===== config.mk =====
export PLATFORM = sky130hd
export DESIGN_NAME = mux2_rr_arbiter_flat
export DESIGN_NICKNAME = d
export VERILOG_FILES = /design/src/rtl/mux2_arb_pkg.sv /design/src/rtl/mux2_rr_arbiter_if.sv /design/src/rtl/mux2_rr_grant.sv /design/src/rtl/mux2_rr_arbiter.sv /design/src/flat_wrapper.sv
export SDC_FILE = /design/constraint.sdc
export NUM_CORES = 1
export LEC_CHECK = 0
export CORE_MARGIN = 3
export CORE_UTILIZATION = 38
export CTS_CLUSTER_SIZE = 24
export DETAILED_ROUTE_END_ITERATION = 10
export MAX_ROUTING_LAYER = met4
export PLACE_DENSITY_LB_ADDON = 0.1
export REMOVE_ABC_BUFFERS = 1
export SYNTH_ARGS = -nofsm -noshare
export SYNTH_HDL_FRONTEND = slang
export SYNTH_SLANG_ARGS = --single-unit

===== constraint.sdc =====
create_clock -name clk -period 2 [get_ports clk]
set_input_delay 0.4 -clock clk [delete_from_list [all_inputs] [get_ports clk]]
set_output_delay 0.4 -clock clk [all_outputs]
set_load 0.005 [all_outputs]

===== src/rtl/mux2_arb_pkg.sv =====
// mux2_arb_pkg: shared state encoding, source ids and default sizes for the 2:1 round-robin arbiter
package mux2_arb_pkg;

    typedef enum logic {ST_EMPTY, ST_FULL} state_t;

    localparam logic SRC_A = 1'b0;
    localparam logic SRC_B = 1'b1;

    localparam int DEF_WIDTH     = 8;
    localparam int DEF_CNT_W     = 16;
    localparam int DEF_BURST_LEN = 4;

endpackage


===== src/rtl/mux2_rr_arbiter_if.sv =====
// mux2_rr_arbiter_if: two requester channels, the shared output channel and debug counters
interface mux2_rr_arbiter_if
    import mux2_arb_pkg::*;
#(
    parameter int WIDTH = DEF_WIDTH,
    parameter int CNT_W = DEF_CNT_W
);

    logic             a_valid;
    logic [WIDTH-1:0] a_data;
    logic             a_ready;
    logic             b_valid;
    logic [WIDTH-1:0] b_data;
    logic             b_ready;
    logic             out_valid;
    logic [WIDTH-1:0] out_data;
    logic             out_src;
    logic             out_ready;
    logic             sel;
    logic [CNT_W-1:0] cnt_a;
    logic [CNT_W-1:0] cnt_b;

    modport slave (
        input  a_valid, a_data, b_valid, b_data, out_ready,
        output a_ready, b_ready, out_valid, out_data, out_src, sel, cnt_a, cnt_b
    );

    modport master (
        output a_valid, a_data, b_valid, b_data, out_ready,
        input  a_ready, b_ready, out_valid, out_data, out_src, sel, cnt_a, cnt_b
    );

endinterface


===== src/rtl/mux2_rr_grant.sv =====
// mux2_rr_grant: combinational two-way grant; on a tie the source other than last wins unless hold keeps last
module mux2_rr_grant
    import mux2_arb_pkg::*;
(
    input  logic a_valid,
    input  logic b_valid,
    input  logic last,
    input  logic hold,
    output logic grant_a,
    output logic grant_b
);

    // B wins alone, or on a tie when it is B's turn (alternation) or B is the source being held
    always_comb begin
        grant_b = b_valid & (~a_valid | (hold ? (last == SRC_B) : (last == SRC_A)));
        grant_a = a_valid & ~grant_b;
    end

endmodule


===== src/rtl/mux2_rr_arbiter.sv =====
// mux2_rr_arbiter: round-robin 2:1 arbiter with a one-beat registered output stage and per-source beat counters
// Optional burst grants are enabled by defining MUX2_ARB_BURST_EN.
module mux2_rr_arbiter
    import mux2_arb_pkg::*;
#(
    parameter int WIDTH     = DEF_WIDTH,
    parameter int CNT_W     = DEF_CNT_W,
    parameter int BURST_LEN = DEF_BURST_LEN
) (
    input  logic               clk,
    input  logic               rst_n,
    mux2_rr_arbiter_if.slave   bus
);

    state_t state;
    state_t state_nx;
    logic   last;
    logic   sel_q;
    logic   sel;
    logic   hold;
    logic   grant_a;
    logic   grant_b;
    logic   load_en;
    logic   accept;

    if (BURST_LEN < 1) begin : g_bad_burst_len
        $error("BURST_LEN must be at least 1");
    end

    mux2_rr_grant u_grant (
        .a_valid (bus.a_valid),
        .b_valid (bus.b_valid),
        .last    (last),
        .hold    (hold),
        .grant_a (grant_a),
        .grant_b (grant_b)
    );

`ifdef MUX2_ARB_BURST_EN
    localparam int BW = $clog2(BURST_LEN + 1);

    logic [BW-1:0] bcnt;

    // A zero count means no burst is in progress, so the reset tie still goes to A
    assign hold = (bcnt != '0) & (bcnt < BW'(BURST_LEN));

    // Count consecutive accepts of the last source; restart on a switch, clear when that source goes idle
    always_ff @(posedge clk or negedge rst_n) begin
        if (!rst_n)
            bcnt <= '0;
        else if (accept)
            bcnt <= (sel == last) ? ((bcnt == BW'(BURST_LEN)) ? bcnt : bcnt + BW'(1)) : BW'(1);
        else if ((last == SRC_B) ? !bus.b_valid : !bus.a_valid)
            bcnt <= '0;
    end
`else
    assign hold = 1'b0;
`endif

    // Handshakes, mux select and next state; sel keeps its previous value when nobody requests
    always_comb begin
        load_en       = (state == ST_EMPTY) | bus.out_ready;
        sel           = (grant_a | grant_b) ? grant_b : sel_q;
        accept        = load_en & (grant_a | grant_b);
        bus.a_ready   = load_en & grant_a;
        bus.b_ready   = load_en & grant_b;
        bus.sel       = sel;
        bus.out_valid = (state == ST_FULL);
        state_nx      = accept ? ST_FULL : (bus.out_ready ? ST_EMPTY : state);
    end

    // Output stage occupancy
    always_ff @(posedge clk or negedge rst_n) begin
        if (!rst_n)
            state <= ST_EMPTY;
        else
            state <= state_nx;
    end

    // Capture the granted beat, remember its source for the next tie, and count it
    always_ff @(posedge clk or negedge rst_n) begin
        if (!rst_n) begin
            bus.out_data <= '0;
            bus.out_src  <= SRC_A;
            bus.cnt_a    <= '0;
            bus.cnt_b    <= '0;
            last         <= SRC_B;
            sel_q        <= SRC_A;
        end else begin
            sel_q <= sel;
            if (accept) begin
                bus.out_data <= sel ? bus.b_data : bus.a_data;
                bus.out_src  <= sel;
                last         <= sel;
                if (sel)
                    bus.cnt_b <= bus.cnt_b + CNT_W'(1);
                else
                    bus.cnt_a <= bus.cnt_a + CNT_W'(1);
            end
        end
    end

endmodule

===== src/flat_wrapper.sv =====
// flat-port wrapper written by rule: the top's interface ports become plain ports
module mux2_rr_arbiter_flat import mux2_arb_pkg::*;
#(
    parameter int WIDTH     = DEF_WIDTH,
    parameter int CNT_W     = DEF_CNT_W,
    parameter int BURST_LEN = DEF_BURST_LEN
)
  (clk, rst_n, bus_a_valid, bus_a_data, bus_b_valid, bus_b_data, bus_out_ready, bus_a_ready, bus_b_ready, bus_out_valid, bus_out_data, bus_out_src, bus_sel, bus_cnt_a, bus_cnt_b);
  mux2_rr_arbiter_if #(.WIDTH(WIDTH), .CNT_W(CNT_W)) bus_i ();
  input  logic clk;
  input  logic rst_n;
  input wire logic [$bits(bus_i.a_valid)-1:0] bus_a_valid;
  input wire logic [$bits(bus_i.a_data)-1:0] bus_a_data;
  input wire logic [$bits(bus_i.b_valid)-1:0] bus_b_valid;
  input wire logic [$bits(bus_i.b_data)-1:0] bus_b_data;
  input wire logic [$bits(bus_i.out_ready)-1:0] bus_out_ready;
  output wire logic [$bits(bus_i.a_ready)-1:0] bus_a_ready;
  output wire logic [$bits(bus_i.b_ready)-1:0] bus_b_ready;
  output wire logic [$bits(bus_i.out_valid)-1:0] bus_out_valid;
  output wire logic [$bits(bus_i.out_data)-1:0] bus_out_data;
  output wire logic [$bits(bus_i.out_src)-1:0] bus_out_src;
  output wire logic [$bits(bus_i.sel)-1:0] bus_sel;
  output wire logic [$bits(bus_i.cnt_a)-1:0] bus_cnt_a;
  output wire logic [$bits(bus_i.cnt_b)-1:0] bus_cnt_b;
  assign bus_i.a_valid = bus_a_valid;
  assign bus_i.a_data = bus_a_data;
  assign bus_i.b_valid = bus_b_valid;
  assign bus_i.b_data = bus_b_data;
  assign bus_i.out_ready = bus_out_ready;
  assign bus_a_ready = bus_i.a_ready;
  assign bus_b_ready = bus_i.b_ready;
  assign bus_out_valid = bus_i.out_valid;
  assign bus_out_data = bus_i.out_data;
  assign bus_out_src = bus_i.out_src;
  assign bus_sel = bus_i.sel;
  assign bus_cnt_a = bus_i.cnt_a;
  assign bus_cnt_b = bus_i.cnt_b;
  mux2_rr_arbiter #(.WIDTH(WIDTH), .CNT_W(CNT_W), .BURST_LEN(BURST_LEN)) u_core (.clk(clk), .rst_n(rst_n), .bus(bus_i));
endmodule

==> impl_metrics.py <==
metrics = {
    "run_status": {
        "status": "finished clean",
    },
    "sta": {
        "period_needed_ns": 1.94,
        "period_share": 0.968,
        "finalSetupViolCount": 0,
        "max_slew_margin": 0.661,
        "worst_pin_slew_ns": 0.508,
        "max_freq_mhz": 517,
        "skew_ns": 0.00704,
        "hold_viol": 0,
        "slew_violations": 0,
        "rsz0062_at_grt": "false",
        "tns_ns": 0,
    },
    "yosys": {
        "synth_mux_area_frac": 0.0114,
        "synth_largest_area_cell": "dfrtp_1",
        "synth_simple_gate_area_share": 0.194,
        "ys_types": 36,
        "yosys.area_share.adder": 0.0127,
        "async_flop_share": 1.00,
        "synth-xor-area-share": 0.133,
        "ys_warn_count": 0,
        "synth_flop_cell": "dfrtp_1",
        "synth-edff-count": 0,
        "synth_top_family_by_area": "simple AND/OR/NAND/NOR gates",
        "yosysSeqAreaShare": 0.557,
        "ys_seq_elements": 44,
        "syn_avg_cell_area_um2": 12.4,
        "syn_area_um2": 1980,
        "synth_compound_area_frac": 0.0550,
        "netlist_instances": 160,
        "synth.top_cell.area_share": 0.544,
        "synthTopCellsByArea": "dfrtp_1, xnor2_1, a222oi_1",
    },
    "min_path": {
        "min_path_type": "in2async",
    },
    "finish": {
        "layout.cells.non_filler": 311,
        "num_antenna_cells": 0,
        "layout_common_cells": "clkdlybuf4s50_1, dfrtp_1, xnor2_1",
        "fillers": 446,
        "fin_nets": 267,
        "final_cell_area_um2": 2900,
        "drive_gt1_frac": 0.168,
        "area_growth_pct": 46.7,
        "final_common_cell": "clkdlybuf4s50_1",
    },
    "placed_design": {
        "place.gp.congestion": 0.745,
        "dpl.cell_count": 302,
        "dp_hpwl_mm": 3.41,
        "portBuffers": 65,
        "placed_area_um2": 2800,
    },
    "global_routing": {
        "track_usage": 0.166,
        "grt_max_degree": 24,
        "grt_pass1_vias": 1648,
        "antenna_found_initial": 0,
        "grt_overflow": 0,
        "grt_first_pass_wirelength_mm": 7.75,
    },
    "worst_setup_path": {
        "crit_required_ns": 1.60,
        "r2r-start": "u_core.last",
        "path_class": "reg2out",
        "startpoint": "u_core.last",
        "critPathMaxFanout": 3,
        "worstSetupStartpointType": "flip-flop",
        "cp-end-kind": "output pin",
        "rr_worst_depth": 6,
        "arrival_ns": 1.54,
    },
    "clocking": {
        "cts_tree": "built",
        "numCtsBuffers": 5,
        "cts.clk_slew.worst_paths_ns": 0.08,
        "cts.sinks": 44,
        "clockBufferDepth": 2,
        "cts_root_buffer": "clkbuf_8",
        "htree_levels": 2,
        "cts_hold_buf": 0,
        "clkLatencyLatePin_ns": 0.29,
    },
    "detailed_routing": {
        "ant_nets": 0,
        "drtIter0Drc": 113,
        "drt-total-wl_mm": 4.53,
        "drc": 0,
        "vias_per_cell": 4.97,
        "wl_per_cell_um": 14.6,
        "first_pass_iters": 4,
        "dr_total_vias": 1547,
    },
    "floorplan": {
        "die_x_um": 78.2,
        "num_io_pins": 66,
        "rows": 25,
        "die_area_um2": 6110,
        "start_util": 0.405,
        "die_y_um": 78.2,
        "design.core.area_um2": 4880,
    },
    "run": {
        "drv_cap": 0,
    },
    "pwr": {
        "power_leakage_nw": 1.24,
        "ir_drop_mv": 0.462,
        "p_per_area_nw_per_um2": 857,
    },
}
worst paths after layout:
| path | endpoint | slack [ns] |
|---|---|---|
| hold / removal | u_core.bus.cnt_a[12] | 0.07 |
| max in group asynchronous | u_core.bus.cnt_b[5] | 1.43 |
| setup reg to reg | u_core.bus.cnt_b[12] | 0.19 |
| setup / recovery | bus_sel | 0.06 |
| hold reg to reg | u_core.bus.cnt_b[15] | 0.47 |
| min in group clk | u_core.bus.cnt_b[15] | 0.47 |
state kept, by name, indices dropped and copies added (netlist names):
name and flops:
u_core.last 1, u_core.bus.out_data 8, u_core.bus.cnt_a 16, u_core.bus.out_valid 1
u_core.bus.cnt_b 16, u_core.bus.out_src 1, u_core.sel_q 1
metrics by stage:
step / hold WS (ns) / setup WS, ns / power, W / utilization
6_report: 0.0653 / 0.0648 / 0.00249 / 0.595
5_1_grt: 0.0776 / 0.00551 / 0.00265 / 0.595
4_1_cts: 0.0826 / 0.00390 / 0.00251 / 0.592
3_5_place_dp: 0.404 / -0.262 / 0.00198 / 0.574
3_3_place_gp: 0.404 / -0.234 / 0.00196 / 0.574
2_1_floorplan: 0.104 / -0.108 / 0.00149 / -
layer usage:
layer  vias up  GRT usage  part of all wire  wire length (um)
met2        49      0.253              0.49              2200
met3         2     0.0459             0.050               227
met5         -          -                 0                 0
met4         0     0.0490            0.0033                15
li1        737          -                 -                 -
met1       759      0.218              0.46              2090
final cells by class:
cell class | instances | area [um2] | area share
multi-input combinational | 100 | 812 | 0.280
tap | 67 | 83.8 | 0.0289
inverter | 11 | 41.3 | 0.0142
sequential | 44 | 1100 | 0.380
clock inverter | 1 | 5.00 | 0.00172
clock buffer | 6 | 72.6 | 0.0250
timing repair buffer | 82 | 785 | 0.270
worst max-delay path, stage by stage (launching register included):
cell	delay (ns)
dfstp_2	0.55
and2b_2	0.25
o21bai_1	0.18
dlygate4sd2_1	0.27
where the power goes:
part / switching, W / internal (W) / leakage [nW] / total [W]
Clock: 0.000280 / 0.000238 / 0.0410 / 0.000518
Combinational: 0.000281 / 0.000458 / 0.642 / 0.000739
Sequential: 0.000184 / 0.00104 / 0.553 / 0.00123
cells in the mapped netlist, types with 2 or more instances:
cell	instances
and2_1	2
ha_1	2
dfrtp_1	43
nor4_4	2
a222oi_1	8
nand3_1	9
mux2_2	2
and3_1	3
nor2_1	2
a21oi_1	2
nor3_2	4
inv_1	11
nor3_1	2
nand2_1	7
xor2_1	8
nand4_1	11
clkbuf_1	2
xnor2_1	22
timing repair:
| item | in CTS | in global routing |
|---|---|---|
| setup buffers | 0 | 2 |
| pin swaps | 0 | 1 |
| gates resized for setup | 8 | 0 |
| setup endpoints to repair | 3 | 2 |
cell families (layout without fill, tap and decap cells):
family | after synthesis | count (layout)
DFF | 44 | 44
and+or+nand+nor | 53 | 53
adders and majority gates | 2 | 2
muxes | 2 | 2
xor gates and xnor gates | 30 | 30
AOI/OAI and AO/OA | 13 | 13
buffers and inverters | 16 | 100
(Power assumes the default switching activity.)
